**src/rtl/ahfp_add_multi.sv**
```systemverilog
// ahfp_add_multi: 7-stage pipelined IEEE-754 single-precision adder (dataa + datab)
// behind the Nios II multi-cycle custom-instruction handshake.
//   clk     : clock, all state on rising edge
//   reset   : asynchronous active-high; clears stage valids, done and result
//   clk_en  : pipeline advance enable; low freezes every register
//   start   : operands valid this cycle (qualified by clk_en)
//   dataa   : operand A, IEEE-754 single
//   datab   : operand B, IEEE-754 single
//   done    : one-cycle result-valid pulse per accepted start
//   result  : A+B, round-to-nearest-even, denormals flushed to zero
// Also contains ahfp_lzd48, the shared 48-bit leading-zero detector.

// Leading-zero count of a 48-bit vector; zero flags an all-zero input.
module ahfp_lzd48 (
   input  logic [47:0] value,
   output logic [5:0]  count,
   output logic        zero
);

   // Ascending scan: the last hit is the highest set bit.
   always_comb begin
      count = 6'd0;
      for (int i = 0; i < 48; i++) begin
         if (value[i]) count = 6'(47 - i);
      end
   end

   assign zero = ~|value;

endmodule

module ahfp_add_multi #(
   parameter int unsigned LATENCY     = 7,
   parameter int unsigned ALIGN_LIMIT = 26
) (
   input  logic        clk,
   input  logic        reset,
   input  logic        clk_en,
   input  logic        start,
   input  logic [31:0] dataa,
   input  logic [31:0] datab,
   output logic        done,
   output logic [31:0] result
);

   localparam int unsigned EXP_W  = 8;
   localparam int unsigned MAN_W  = 24;
   localparam int unsigned EXT_W  = 27;
   localparam int unsigned SUM_W  = 28;
   localparam int unsigned SEXP_W = 10;
   localparam logic [31:0] QNAN   = 32'h7FC0_0000;

   // Control that rides alongside the datapath from stage 2 onwards.
   typedef struct packed {
      logic        sign;
      logic        sub;
      logic        spec;
      logic [31:0] spec_val;
   } ctrl_t;

   // Stage valid shift chain; the last bit is the done flop.
   logic [LATENCY-1:0] vld;

   always_ff @(posedge clk or posedge reset) begin
      if (reset)       vld <= '0;
      else if (clk_en) vld <= {vld[LATENCY-2:0], start};
   end

   assign done = vld[LATENCY-1];

   // ---------------- Stage 1: unpack ----------------
   logic             s1_sa, s1_sb;
   logic [EXP_W-1:0] s1_ea, s1_eb;
   logic [MAN_W-1:0] s1_ma, s1_mb;
   logic             s1_nan_a, s1_nan_b, s1_inf_a, s1_inf_b;

   // Exponent 0 flushes to zero, so the implicit one doubles as the mantissa mask.
   always_ff @(posedge clk or posedge reset) begin
      if (reset) begin
         s1_sa    <= 1'b0;
         s1_sb    <= 1'b0;
         s1_ea    <= '0;
         s1_eb    <= '0;
         s1_ma    <= '0;
         s1_mb    <= '0;
         s1_nan_a <= 1'b0;
         s1_nan_b <= 1'b0;
         s1_inf_a <= 1'b0;
         s1_inf_b <= 1'b0;
      end else if (clk_en) begin
         s1_sa    <= dataa[31];
         s1_sb    <= datab[31];
         s1_ea    <= dataa[30:23];
         s1_eb    <= datab[30:23];
         s1_ma    <= {1'b1, dataa[22:0]} & {MAN_W{|dataa[30:23]}};
         s1_mb    <= {1'b1, datab[22:0]} & {MAN_W{|datab[30:23]}};
         s1_nan_a <= (&dataa[30:23]) & (|dataa[22:0]);
         s1_nan_b <= (&datab[30:23]) & (|datab[22:0]);
         s1_inf_a <= (&dataa[30:23]) & ~(|dataa[22:0]);
         s1_inf_b <= (&datab[30:23]) & ~(|datab[22:0]);
      end
   end

   // ---------------- Stage 2: order by magnitude, resolve specials ----------------
   logic             n2_a_ge, n2_nan, n2_inf;
   ctrl_t            n2_ctrl, s2_ctrl;
   logic [EXP_W-1:0] s2_el, s2_es;
   logic [MAN_W-1:0] s2_ml, s2_ms;

   always_comb begin
      n2_a_ge          = {s1_ea, s1_ma} >= {s1_eb, s1_mb};
      n2_nan           = s1_nan_a | s1_nan_b | (s1_inf_a & s1_inf_b & (s1_sa ^ s1_sb));
      n2_inf           = s1_inf_a | s1_inf_b;
      n2_ctrl.sign     = n2_a_ge ? s1_sa : s1_sb;
      n2_ctrl.sub      = s1_sa ^ s1_sb;
      n2_ctrl.spec     = n2_nan | n2_inf;
      n2_ctrl.spec_val = n2_nan ? QNAN : {(s1_inf_a ? s1_sa : s1_sb), 8'hFF, 23'd0};
   end

   always_ff @(posedge clk or posedge reset) begin
      if (reset) begin
         s2_ctrl <= '0;
         s2_el   <= '0;
         s2_es   <= '0;
         s2_ml   <= '0;
         s2_ms   <= '0;
      end else if (clk_en) begin
         s2_ctrl <= n2_ctrl;
         s2_el   <= n2_a_ge ? s1_ea : s1_eb;
         s2_es   <= n2_a_ge ? s1_eb : s1_ea;
         s2_ml   <= n2_a_ge ? s1_ma : s1_mb;
         s2_ms   <= n2_a_ge ? s1_mb : s1_ma;
      end
   end

   // ---------------- Stage 3: align smaller operand ----------------
   logic [EXP_W-1:0]     n3_d;
   logic [2*EXT_W-1:0]   n3_wide;
   logic [EXT_W-1:0]     n3_ms;
   ctrl_t                s3_ctrl;
   logic [EXP_W-1:0]     s3_exp;
   logic [EXT_W-1:0]     s3_ml, s3_ms;

   // Lower half of the wide shift holds everything pushed past the sticky bit.
   always_comb begin
      n3_d    = s2_el - s2_es;
      n3_wide = {s2_ms, 3'b000, 27'd0} >> n3_d;
      if (32'(n3_d) > ALIGN_LIMIT) n3_ms = {26'd0, |s2_ms};
      else                         n3_ms = n3_wide[53:27] | {26'd0, |n3_wide[26:0]};
   end

   always_ff @(posedge clk or posedge reset) begin
      if (reset) begin
         s3_ctrl <= '0;
         s3_exp  <= '0;
         s3_ml   <= '0;
         s3_ms   <= '0;
      end else if (clk_en) begin
         s3_ctrl <= s2_ctrl;
         s3_exp  <= s2_el;
         s3_ml   <= {s2_ml, 3'b000};
         s3_ms   <= n3_ms;
      end
   end

   // ---------------- Stage 4: add / subtract ----------------
   logic [SUM_W-1:0]         n4_sum;
   logic [EXT_W-1:0]         n4_m;
   logic signed [SEXP_W-1:0] n4_exp;
   ctrl_t                    s4_ctrl;
   logic [EXT_W-1:0]         s4_m;
   logic signed [SEXP_W-1:0] s4_exp;

   // |large| >= |aligned small| so the subtract never goes negative.
   always_comb begin
      if (s3_ctrl.sub) n4_sum = {1'b0, s3_ml} - {1'b0, s3_ms};
      else             n4_sum = {1'b0, s3_ml} + {1'b0, s3_ms};
      if (n4_sum[27]) n4_m = {n4_sum[27:2], |n4_sum[1:0]};
      else            n4_m = n4_sum[26:0];
      n4_exp = 10'(s3_exp) + 10'(n4_sum[27]);
   end

   always_ff @(posedge clk or posedge reset) begin
      if (reset) begin
         s4_ctrl <= '0;
         s4_m    <= '0;
         s4_exp  <= '0;
      end else if (clk_en) begin
         s4_ctrl <= s3_ctrl;
         s4_m    <= n4_m;
         s4_exp  <= n4_exp;
      end
   end

   // ---------------- Stage 5: normalise ----------------
   logic [5:0]               n5_lz;
   logic                     n5_zero;
   ctrl_t                    s5_ctrl;
   logic [EXT_W-1:0]         s5_m;
   logic signed [SEXP_W-1:0] s5_exp;
   logic                     s5_zero;

   ahfp_lzd48 u_lzd (
      .value (({s4_m, 21'd0})),
      .count (n5_lz),
      .zero  (n5_zero)
   );

   always_ff @(posedge clk or posedge reset) begin
      if (reset) begin
         s5_ctrl <= '0;
         s5_m    <= '0;
         s5_exp  <= '0;
         s5_zero <= 1'b0;
      end else if (clk_en) begin
         s5_ctrl <= s4_ctrl;
         s5_m    <= s4_m << n5_lz;
         s5_exp  <= s4_exp - 10'(n5_lz);
         s5_zero <= n5_zero;
      end
   end

   // ---------------- Stage 6: round to nearest even ----------------
   logic                     n6_up;
   logic [MAN_W:0]           n6_m25;
   ctrl_t                    s6_ctrl;
   logic [22:0]              s6_frac;
   logic signed [SEXP_W-1:0] s6_exp;
   logic                     s6_zero;

   // Bits [2:0] are guard, round, sticky; a carry into bit 24 renormalises.
   always_comb begin
      n6_up  = s5_m[2] & (s5_m[1] | s5_m[0] | s5_m[3]);
      n6_m25 = {1'b0, s5_m[26:3]} + 25'(n6_up);
   end

   always_ff @(posedge clk or posedge reset) begin
      if (reset) begin
         s6_ctrl <= '0;
         s6_frac <= '0;
         s6_exp  <= '0;
         s6_zero <= 1'b0;
      end else if (clk_en) begin
         s6_ctrl <= s5_ctrl;
         s6_frac <= n6_m25[24] ? n6_m25[23:1] : n6_m25[22:0];
         s6_exp  <= s5_exp + 10'(n6_m25[24]);
         s6_zero <= s5_zero;
      end
   end

   // ---------------- Stage 7: pack and range check ----------------
   logic [31:0] n7_res;

   // An exact zero keeps its sign only for a true add (-0 + -0); cancellation gives +0.
   always_comb begin
      if (s6_ctrl.spec)               n7_res = s6_ctrl.spec_val;
      else if (s6_zero)               n7_res = {s6_ctrl.sign & ~s6_ctrl.sub, 31'd0};
      else if (s6_exp >= 10'sd255)    n7_res = {s6_ctrl.sign, 8'hFF, 23'd0};
      else if (s6_exp <= 10'sd0)      n7_res = {s6_ctrl.sign, 31'd0};
      else                            n7_res = {s6_ctrl.sign, s6_exp[7:0], s6_frac};
   end

   // result holds its last value when no op reaches the output stage.
   always_ff @(posedge clk or posedge reset) begin
      if (reset)                             result <= 32'h0;
      else if (clk_en && vld[LATENCY-2])     result <= n7_res;
   end

endmodule

```
**config.mk**
```make
export PLATFORM = sky130hd
export DESIGN_NAME = ahfp_add_multi
export DESIGN_NICKNAME = d
export VERILOG_FILES = /design/src/rtl/ahfp_add_multi.sv
export SDC_FILE = /design/constraint.sdc
export NUM_CORES = 1
export LEC_CHECK = 0
export CAP_MARGIN = 40
export CORE_UTILIZATION = 55
export CTS_CLUSTER_DIAMETER = 80
export DETAILED_ROUTE_END_ITERATION = 10
export GPL_ROUTABILITY_DRIVEN = 0
export MAX_ROUTING_LAYER = met4
export PLACE_DENSITY = 0.78
export SYNTH_ARGS = -nofsm -noshare
export SYNTH_HDL_FRONTEND = slang
export SYNTH_SLANG_ARGS = --single-unit
```
**constraint.sdc**
```tcl
create_clock -name clk -period 19.05 [get_ports clk]
set_input_delay 3.81 -clock clk [delete_from_list [all_inputs] [get_ports clk]]
set_output_delay 3.81 -clock clk [all_outputs]
set_load 0.01 [all_outputs]
```
==> flow_summary_export.csv, run 1 <==
group,metric,value,unit
yosys,ys.flop_type,"dfrtp_1",
global_route,first_global_vias,17700,
route,routed-wl-met2,25.3,mm
power_and_ir_drop,pwr-share-clk,23.0,%
route,drc,0,
cells_and_area,n_antenna_cell,0,
setup_path,required,19.51,ns
yosys,netlist.area_leader.share,42.5,%
placed_design,dp_hpwl,38.4,mm
power_and_ir_drop,power_density,152,nW/µm²
yosys,yosysUniqueCellTypes,80,
route,via_count,18000,
die,die_y,201,µm
yosys,ys_warn_count,0,
power_and_ir_drop,power.total,3.76,mW
power_and_ir_drop,sw_frac_of_total,41.2,%
cts,clockBufferDepth,3,
global_route,grt_max_degree,172,
cells_and_area,utilization,63.8,%
setup_path,arrival,6.90,ns
die,initial_core_util,56.1,%
hold_path,hp-class,"flip-flop to flip-flop",
setup_path,crit_path_end_kind,"flip-flop",
yosys,synth_most_common_cell,"dfrtp_1",
global_route,track_usage,27.8,%
route,wl,53.8,mm
cts,cts_buffers,40,
die,dieArea,40400,µm²
sta,setup_viol,0,
cts,cts_tree,"yes",
route,drt_iter0_drc,1390,
sta,rsz0062_at_grt,"false",
yosys,async_flop_share,100,%
cts,cts_resized,0,
power_and_ir_drop,vdd_drop_max,0.0749,mV
yosys,ys_top_cells_by_count,"dfrtp_1, nor2_1, nand2_1",
sta,slew-limit-headroom,37.7,%
global_route,grt_pass1_wl,90.0,mm
yosys,syn_nets,2462,
global_route,antenna_found_initial,0,
cts,hold_buffers,0,
sta,finalHoldViolations,0,
die,ios,101,
yosys,ys_ff_latch,370,
route,wl_per_cell,18.7,µm
sta,setup-tns-final,0,ns
sta,period_share,33.8,%
yosys,synth_area_leaders,"dfrtp_1, mux2i_1, ha_1, mux2_2, a21oi_1",
cells_and_area,fin_nets,2504,
route,routed.top_layer,"met4",
setup_path,rrSetupSlack,13.98,ns
sta,fin_skew,0.0234,ns
sta,worst_hold_slack,0.479,ns
cells_and_area,syn_to_final_growth,13.8,%
route,vias_per_cell,6.23,
setup_path,start_kind,"input pin",
yosys,synth.avg_cell_area,9.50,µm²
setup_path,path_class,"input pin to flip-flop",
cts,cts_setup_buffers,0,
flow_run,maxCapViolCount,0,
yosys,synth_edf_count,0,
die,num_rows,72,
setup_path,crit_fanout,108,
cts,clk_pin_slew,0.06,ns
route,met3_length,2.94,mm
power_and_ir_drop,power_leakage,10.7,nW
outcome,status,"finished, final reports clean",
route,drtAntennaViolNets,0,
route,firstDrtPassIters,5,
power_and_ir_drop,combPwrFrac,45.5,%
yosys,syn_inst,2292,
yosys,synth.largest_area_cell,"dfrtp_1",
power_and_ir_drop,p_int,2.21,mW
power_and_ir_drop,seqPwrFrac,31.6,%
cts,worstSkewPairLatency,0.57,ns
yosys,ys_seq_area_share,42.5,%
power_and_ir_drop,power.switching,1.55,mW
placed_design,port_buffers,100,
die,coreArea,38800,µm²
sta,slew_viol_final,0,
cts,clockRootBuffer,"clkbuf_16",
cells_and_area,final_layout_size_suffix_gt1_share,9.09,%
sta,tightest_slew,0.934,ns
route,wl_met1,23.4,mm
cts,htree_num_levels,2,
sta,period_minus_slack,6.44,ns
cts,cts.sinks,370,
sta,fmax,0.155,GHz
yosys,syn-cell-area,21800,µm²
global_route,grt_overflow_total,0,
die,die_w,201,µm
[path summary, 6_finish.rpt]
path                       startpoint    endpoint  cells past startpoint
max in group asynchronous       reset       s1_sb                      4
min                        result[31]  result[31]                      2
max reg2reg                  s3_ml[3]   s4_exp[6]                     16
max                            clk_en    s5_m[18]                      9
min reg2reg                result[31]  result[31]                      2
min in group asynchronous       reset    s3_ml[4]                      3
[worst max-delay path: stages]
cell	delay, ns
buf_8	0.46
clkinv_2	0.63
buf_4	0.57
nor2_1	0.39
nand2_1	0.30
nor2_1	0.34
a22o_1	0.22
a21oi_1	0.05
o221ai_1	0.08
[logic make-up after synthesis]
| family | synth area share [%] |
|---|---|
| AOI/OAI and AO/OA | 18.8 |
| buffers and inverters | 4.49 |
| DFF | 42.5 |
| adders and majority gates | 5.96 |
| xor gates and xnor gates | 2.98 |
| muxes | 11.9 |
| and+or+nand+nor | 13.3 |
[metrics by stage]
stage | cell area [µm²] | instances | setup WS [ns]
floorplan | 21800 | 2292 | 4.97
CTS | 24800 | 2882 | 12.68
finish | 24800 | 2883 | 12.61
global route | 24800 | 2883 | 12.35
global placement | 23100 | 2801 | 12.24
detailed placement | 23300 | 2809 | 12.09
[layout by cell type, fill, tap and decap left out, types with 26 or more instances in the layout]
cell type,n
nand3_1,75
ha_1,99
xor2_1,37
xnor2_1,34
mux2_2,88
inv_1,123
clkbuf_16,42
nor3_1,41
a21oi_1,160
nor4_1,34
nand2_1,178
mux2i_1,146
o221ai_1,30
clkdlybuf4s50_1,99
nor2_1,206
a22o_1,55
o21ai_0,138
a21o_1,26
dfrtp_1,370
[final cells by class]
cell class                      instances  area [µm²]
Fill cell                            3046       14000
Multi-Input combinational cell       1666       11600
Sequential cell                       370        9260
Timing Repair Buffer                  128        1340
Clock buffer                           57        1170
Tap cell                              518         648
Inverter                              128         489
Clock inverter                         16         298
[power by group through the flow]
stage                     Sequential (mW)  Clock [mW]  Combinational (mW)
final                                1.19       0.864                1.71
after global routing                 1.21       0.903                1.87
after CTS                            1.18       0.874                1.68
after detailed placement             1.19           0                1.67
after global placement               1.18           0                1.61
after floorplan                      1.14           0                1.23
[state kept, by name (all words and copies together) (netlist names), 7 cells and up]
| name | count |
|---|---|
| s1_ma | 24 |
| s2_es | 8 |
| s1_ea | 8 |
| s4_exp | 9 |
| s4_m | 27 |
| vld | 7 |
| s3_ms | 27 |
| s2_ms | 24 |
| s2_ml | 24 |
| s1_mb | 24 |
| s6_frac | 23 |
| s3_exp | 8 |
| s6_exp | 10 |
| s3_ml | 24 |
| s5_m | 27 |
| s1_eb | 8 |
| s5_exp | 10 |
| result | 32 |
| s2_el | 8 |
[routing by layer]
layer | vias up | GRT usage [%]
met3 | 151 | 3.56
met4 | 0 | 11.8
li1 | 8449 | -
met5 | - | -
met1 | 8733 | 36.1
met2 | 619 | 44.0
Power figures use the tool's default switching activity.
==> inputs of run 2 (changes only) <==
PLACE_DENSITY = 0.81   (was 0.78)
clock period = 5.62 ns   (was 19.05 ns; I/O delays follow)
==> flow_summary_export.csv, run 2 (synthesis gave the netlist of run 1 again) <==
group,metric,value,unit
setup_path,crit_path_end_kind,"flip-flop",
cells_and_area,n_antenna_cell,0,
power_and_ir_drop,power.switching,5.16,mW
setup_path,crit_fanout,29,
route,via_count,18100,
cts,clockBufferDepth,3,
sta,rsz0062_at_grt,"false",
global_route,track_usage,27.8,%
cells_and_area,fin_nets,2502,
setup_path,worst-path-buf-inv,2,
placed_design,dp_hpwl,37.9,mm
sta,slew-limit-headroom,39.0,%
cells_and_area,final-instance-count-excl-fill,2878,
cts,cts_setup_buffers,0,
cts,clk_pin_slew,0.06,ns
cells_and_area,top_register,"result",
cts,cts_buffers,40,
cts,worstSkewPairLatency,0.57,ns
global_route,grt_pass1_wl,90.0,mm
die,num_rows,72,
die,die_y,201,µm
power_and_ir_drop,seqPwrFrac,32.5,%
cells_and_area,final_common_cell,"dfrtp_1",
power_and_ir_drop,p_int,7.18,mW
die,dieArea,40400,µm²
sta,fin_skew,0.0162,ns
cts,cts_tree,"yes",
route,vias_per_cell,6.30,
cells_and_area,syn_to_final_growth,12.7,%
route,wl,53.8,mm
global_route,first_global_vias,17800,
global_route,antenna_found_initial,0,
die,initial_core_util,56.1,%
cts,htree_num_levels,2,
global_route,grt_overflow_total,0,
setup_path,arrival,5.28,ns
setup_path,critPathSlowestCell,"inv_2",
cells_and_area,largest_register_ffs,32,
route,drt_iter0_drc,1612,
power_and_ir_drop,power_leakage,10.5,nW
setup_path,required,6.10,ns
cells_and_area,layout_common_cells,"dfrtp_1, nor2_1, nand2_1",
sta,fmax,0.208,GHz
sta,period_share,85.5,%
sta,setup_viol,0,
power_and_ir_drop,combPwrFrac,46.6,%
hold_path,hp-class,"flip-flop to flip-flop",
cts,cts.sinks,370,
route,drtAntennaViolNets,0,
setup_path,path_class,"flip-flop to flip-flop",
sta,setup-tns-final,0,ns
cts,clockRootBuffer,"clkbuf_16",
die,coreArea,38800,µm²
setup_path,crit_path_cell_trace,"ha_1 -> inv_1 -> fa_1 -> or2_1 -> a221oi_1 -> nor4_1 -> o41a_1 -> o211ai_1 -> a21oi_1 -> o211a_1 -> inv_2 -> ha_1 -> and3_1 -> nand3_1 -> xor2_1 -> a21oi_1",
setup_path,start_kind,"flip-flop",
route,wl_per_cell,18.7,µm
die,die_w,201,µm
power_and_ir_drop,sw_frac_of_total,41.8,%
sta,slew_viol_final,0,
cells_and_area,final_layout_size_suffix_gt1_share,8.94,%
power_and_ir_drop,pwr-share-clk,20.8,%
setup_path,critPathTopFamily,"compound AO/OA/AOI/OAI gates",
route,drc,0,
placed_design,port_buffers,100,
power_and_ir_drop,power_density,502,nW/µm²
sta,tightest_slew,0.914,ns
cts,cts_resized,0,
sta,period_minus_slack,4.80,ns
setup_path,max_stage_delay,0.52,ns
route,firstDrtPassIters,7,
placed_design,dp_cells,2808,
sta,finalHoldViolations,0,
cts,hold_buffers,0,
power_and_ir_drop,vdd_drop_max,0.293,mV
global_route,grt_max_degree,164,
outcome,status,"finished, final reports clean",
die,ios,101,
flow_run,maxCapViolCount,0,
cells_and_area,utilization,63.2,%
setup_path,rrSetupSlack,0.82,ns
## run 2: cell count changes in the layout (fill, tap and decap cells not counted), sizes merged
cell / change
bufinv: -8
clkbuf: +4
buf: -2
clkinvlp: +2
clkinv: -1
## run 2: power groups by stage
stage / Combinational [mW] / Sequential [mW] / Clock (mW)
detailed placement: 5.57 / 4.04 / 0
CTS: 5.63 / 4.00 / 2.62
global route: 6.26 / 4.10 / 2.72
global placement: 5.38 / 3.99 / 0
finish: 5.75 / 4.01 / 2.57
floorplan: 4.17 / 3.85 / 0
## run 2: per-stage QoR
step	hold WS (ns)	setup WS, ns	cell area, µm²	power (mW)
6_report	0.471	0.815	24600	12.3
4_1_cts	0.476	0.916	24600	12.2
3_3_place_gp	0.443	1.11	23200	9.37
2_1_floorplan	0.431	-0.470	21800	8.02
3_5_place_dp	0.460	0.946	23300	9.61
5_1_grt	0.494	0.547	24600	13.1
## run 2: final timing paths
path                        startpoint           to  cells past startpoint
setup / recovery              s3_ml[3]    s4_exp[7]                     16
hold / removal             s2_ctrl[30]  s2_ctrl[30]                      1
setup reg to reg              s3_ml[3]    s4_exp[7]                     16
hold reg to reg            s2_ctrl[30]  s2_ctrl[30]                      1
max in group asynchronous        reset    s2_ms[19]                      3
min in group asynchronous        reset     s5_m[19]                      2
## run 2: per-layer routing
layer / up-vias / global-route usage [%] / wire (µm)
met5: - / - / 0
met4: 0 / 10.7 / 1990
met3: 164 / 3.41 / 3300
met2: 760 / 45.1 / 25800
met1: 8792 / 35.5 / 22700
li1: 8412 / - / -
## run 2: area by class of cell
type / count / area [µm²]
Clock buffer: 61 / 1220
Clock inverter: 9 / 65.1
Fill cell: 3091 / 14300
Inverter: 128 / 485
Multi-Input combinational cell: 1666 / 11600
Sequential cell: 370 / 9260
Tap cell: 518 / 648
Timing Repair Buffer: 126 / 1290
==> inputs of run 3 (changes only) <==
CAP_MARGIN = not set   (was 40)
==> flow_summary_export.csv, run 3 (synthesis gave the netlist of run 1 again) <==
group,metric,value,unit
cts,hold_buffers,0,
sta,fmax,0.210,GHz
cells_and_area,layout_common_cells,"dfrtp_1, nor2_1, nand2_1",
sta,rsz0062_at_grt,"false",
cts,clockBufferDepth,3,
die,num_rows,72,
setup_path,crit_path_end_kind,"flip-flop",
sta,fin_skew,0.0136,ns
cells_and_area,fin_nets,2496,
cts,cts_setup_buffers,0,
global_route,grt_overflow_total,0,
cts,clockRootBuffer,"clkbuf_16",
setup_path,crit_fanout,29,
route,wl_per_cell,18.5,µm
sta,finalHoldViolations,0,
power_and_ir_drop,pwr-share-clk,22.5,%
sta,period_minus_slack,4.75,ns
cells_and_area,syn_to_final_growth,12.9,%
cts,cts_buffers,40,
global_route,grtUsageMet2,44.3,%
die,ios,101,
cts,clk_pin_slew,0.06,ns
route,wl,53.2,mm
global_route,grt_max_degree,164,
power_and_ir_drop,sw_frac_of_total,41.2,%
cts,worstSkewPairLatency,0.56,ns
power_and_ir_drop,combPwrFrac,45.5,%
setup_path,arrival,5.16,ns
setup_path,cp-endpoint,"s4_exp[6]",
power_and_ir_drop,power_density,510,nW/µm²
route,vias_per_cell,6.27,
cells_and_area,num-fill-cells,3039,
setup_path,r2r_cells,16,
cells_and_area,final_common_cell,"dfrtp_1",
cts,cts.sinks,370,
setup_path,start_kind,"flip-flop",
route,firstDrtPassIters,6,
cells_and_area,final_layout_size_suffix_gt1_share,8.95,%
setup_path,required,6.02,ns
sta,period_share,84.6,%
cells_and_area,regArea,9260,µm²
setup_path,cp-startpoint,"s3_ml[3]",
cells_and_area,multi_input_area,11600,µm²
placed_design,dp_cells,2802,
cells_and_area,utilization,63.3,%
placed_design,placed_cell_area,23200,µm²
route,drtAntennaViolNets,0,
cts,htree_num_levels,2,
global_route,grt_pass1_wl,88.6,mm
global_route,busiest_layer,"met2",
power_and_ir_drop,vdd_drop_max,0.309,mV
cells_and_area,top_register,"result",
hold_path,hp-class,"flip-flop to flip-flop",
die,initial_core_util,56.1,%
die,die_y,201,µm
power_and_ir_drop,seqPwrFrac,32.0,%
setup_path,reg2reg_to,"s4_exp[6]",
outcome,status,"finished, final reports clean",
route,drc,0,
sta,setup_viol,0,
cells_and_area,finalInstanceArea,24600,µm²
cells_and_area,n_antenna_cell,0,
global_route,antenna_found_initial,0,
die,dieArea,40400,µm²
cells_and_area,final-instance-count-excl-fill,2876,
global_route,gr-usage-met3,3.83,%
power_and_ir_drop,power.switching,5.17,mW
placed_design,port_buffers,100,
cts,cts_tree,"yes",
sta,tightest_slew,1.08,ns
cts,cts_resized,0,
power_and_ir_drop,p_int,7.37,mW
route,via_count,18000,
placed_design,dp_hpwl,37.6,mm
setup_path,r2r_start,"s3_ml[3]",
setup_path,rrSetupSlack,0.87,ns
route,drt_iter0_drc,1502,
power_and_ir_drop,power_leakage,10.6,nW
die,die_w,201,µm
global_route,track_usage,27.3,%
die,coreArea,38800,µm²
flow_run,maxCapViolCount,0,
global_route,globalRouteMet1Util,35.1,%
sta,slew_viol_final,0,
sta,slew-limit-headroom,27.9,%
global_route,first_global_vias,17600,
setup_path,path_class,"flip-flop to flip-flop",
cells_and_area,largest_register_ffs,32,
[run 3: changes by cell type in the layout (fill, tap and decap cells not counted)]
cell | previous run | this run
buf_12 | 3 | 2
buf_16 | 2 | 0
buf_6 | 3 | 0
bufinv_16 | 0 | 5
clkbuf_1 | 9 | 7
clkbuf_8 | 10 | 9
clkinv_2 | 6 | 7
clkinv_4 | 0 | 1
inv_6 | 1 | 0
inv_8 | 0 | 1
[run 3: worst min path at each step]
stage | startpoint | endpoint | slack (ns) | depth (start not counted)
finish | s2_ctrl[30] | s2_ctrl[30] | 0.47 | 1
CTS | s2_ctrl[30] | s2_ctrl[30] | 0.47 | 1
global route | s2_ctrl[30] | s2_ctrl[30] | 0.50 | 1
detailed placement | s2_ctrl[30] | s2_ctrl[30] | 0.46 | 1
global placement | s2_ctrl[30] | s2_ctrl[30] | 0.44 | 1
floorplan | s2_ctrl[30] | s2_ctrl[30] | 0.43 | 1
[run 3: final cells by class]
class                           count  share of cell area, %
Inverter                          128                   1.97
Multi-Input combinational cell   1666                   47.1
Tap cell                          518                   2.64
Timing Repair Buffer              120                   4.80
Clock buffer                       58                   4.89
Clock inverter                     16                  0.941
Sequential cell                   370                   37.7
[run 3: critical path, stage by stage (launching register included)]
cell and delay, ns:
dfrtp_1 0.38, ha_1 0.19, inv_1 0.06, fa_1 0.37, or2_1 0.25, a221oi_1 0.39
nor4_1 0.13, o41a_1 0.48, o211ai_1 0.37, a21oi_1 0.12, o211a_1 0.49, inv_2 0.50
ha_1 0.27, ha_1 0.22, nand3_1 0.13, xor2_1 0.15, a21oi_1 0.08
[run 3: layer usage]
metal / vias to the layer above / share of wire, % / routed length (µm)
met5: - / 0 / 0
met4: 0 / 3.4 / 1830
met3: 152 / 6.0 / 3190
met2: 707 / 48 / 25300
met1: 8751 / 43 / 22900
li1: 8409 / - / -
[run 3: power groups by stage]
stage | logic, mW | clock network [mW] | registers (mW)
6_report | 5.71 | 2.82 | 4.01
5_1_grt | 6.20 | 2.97 | 4.10
4_1_cts | 5.58 | 2.85 | 3.99
3_5_place_dp | 5.52 | 0 | 4.03
3_3_place_gp | 5.38 | 0 | 3.99
2_1_floorplan | 4.17 | 0 | 3.85
[run 3: stage by stage]
step / hold WS, ns / power, mW / worst slack, ns / TNS [ns]
after global placement: 0.443 / 9.37 / 1.11 / 0
after global routing: 0.504 / 13.3 / 0.547 / 0
after detailed placement: 0.456 / 9.56 / 0.978 / 0
after floorplan: 0.431 / 8.02 / -0.470 / -173.96
after CTS: 0.474 / 12.4 / 0.955 / 0
final: 0.472 / 12.5 / 0.867 / 0
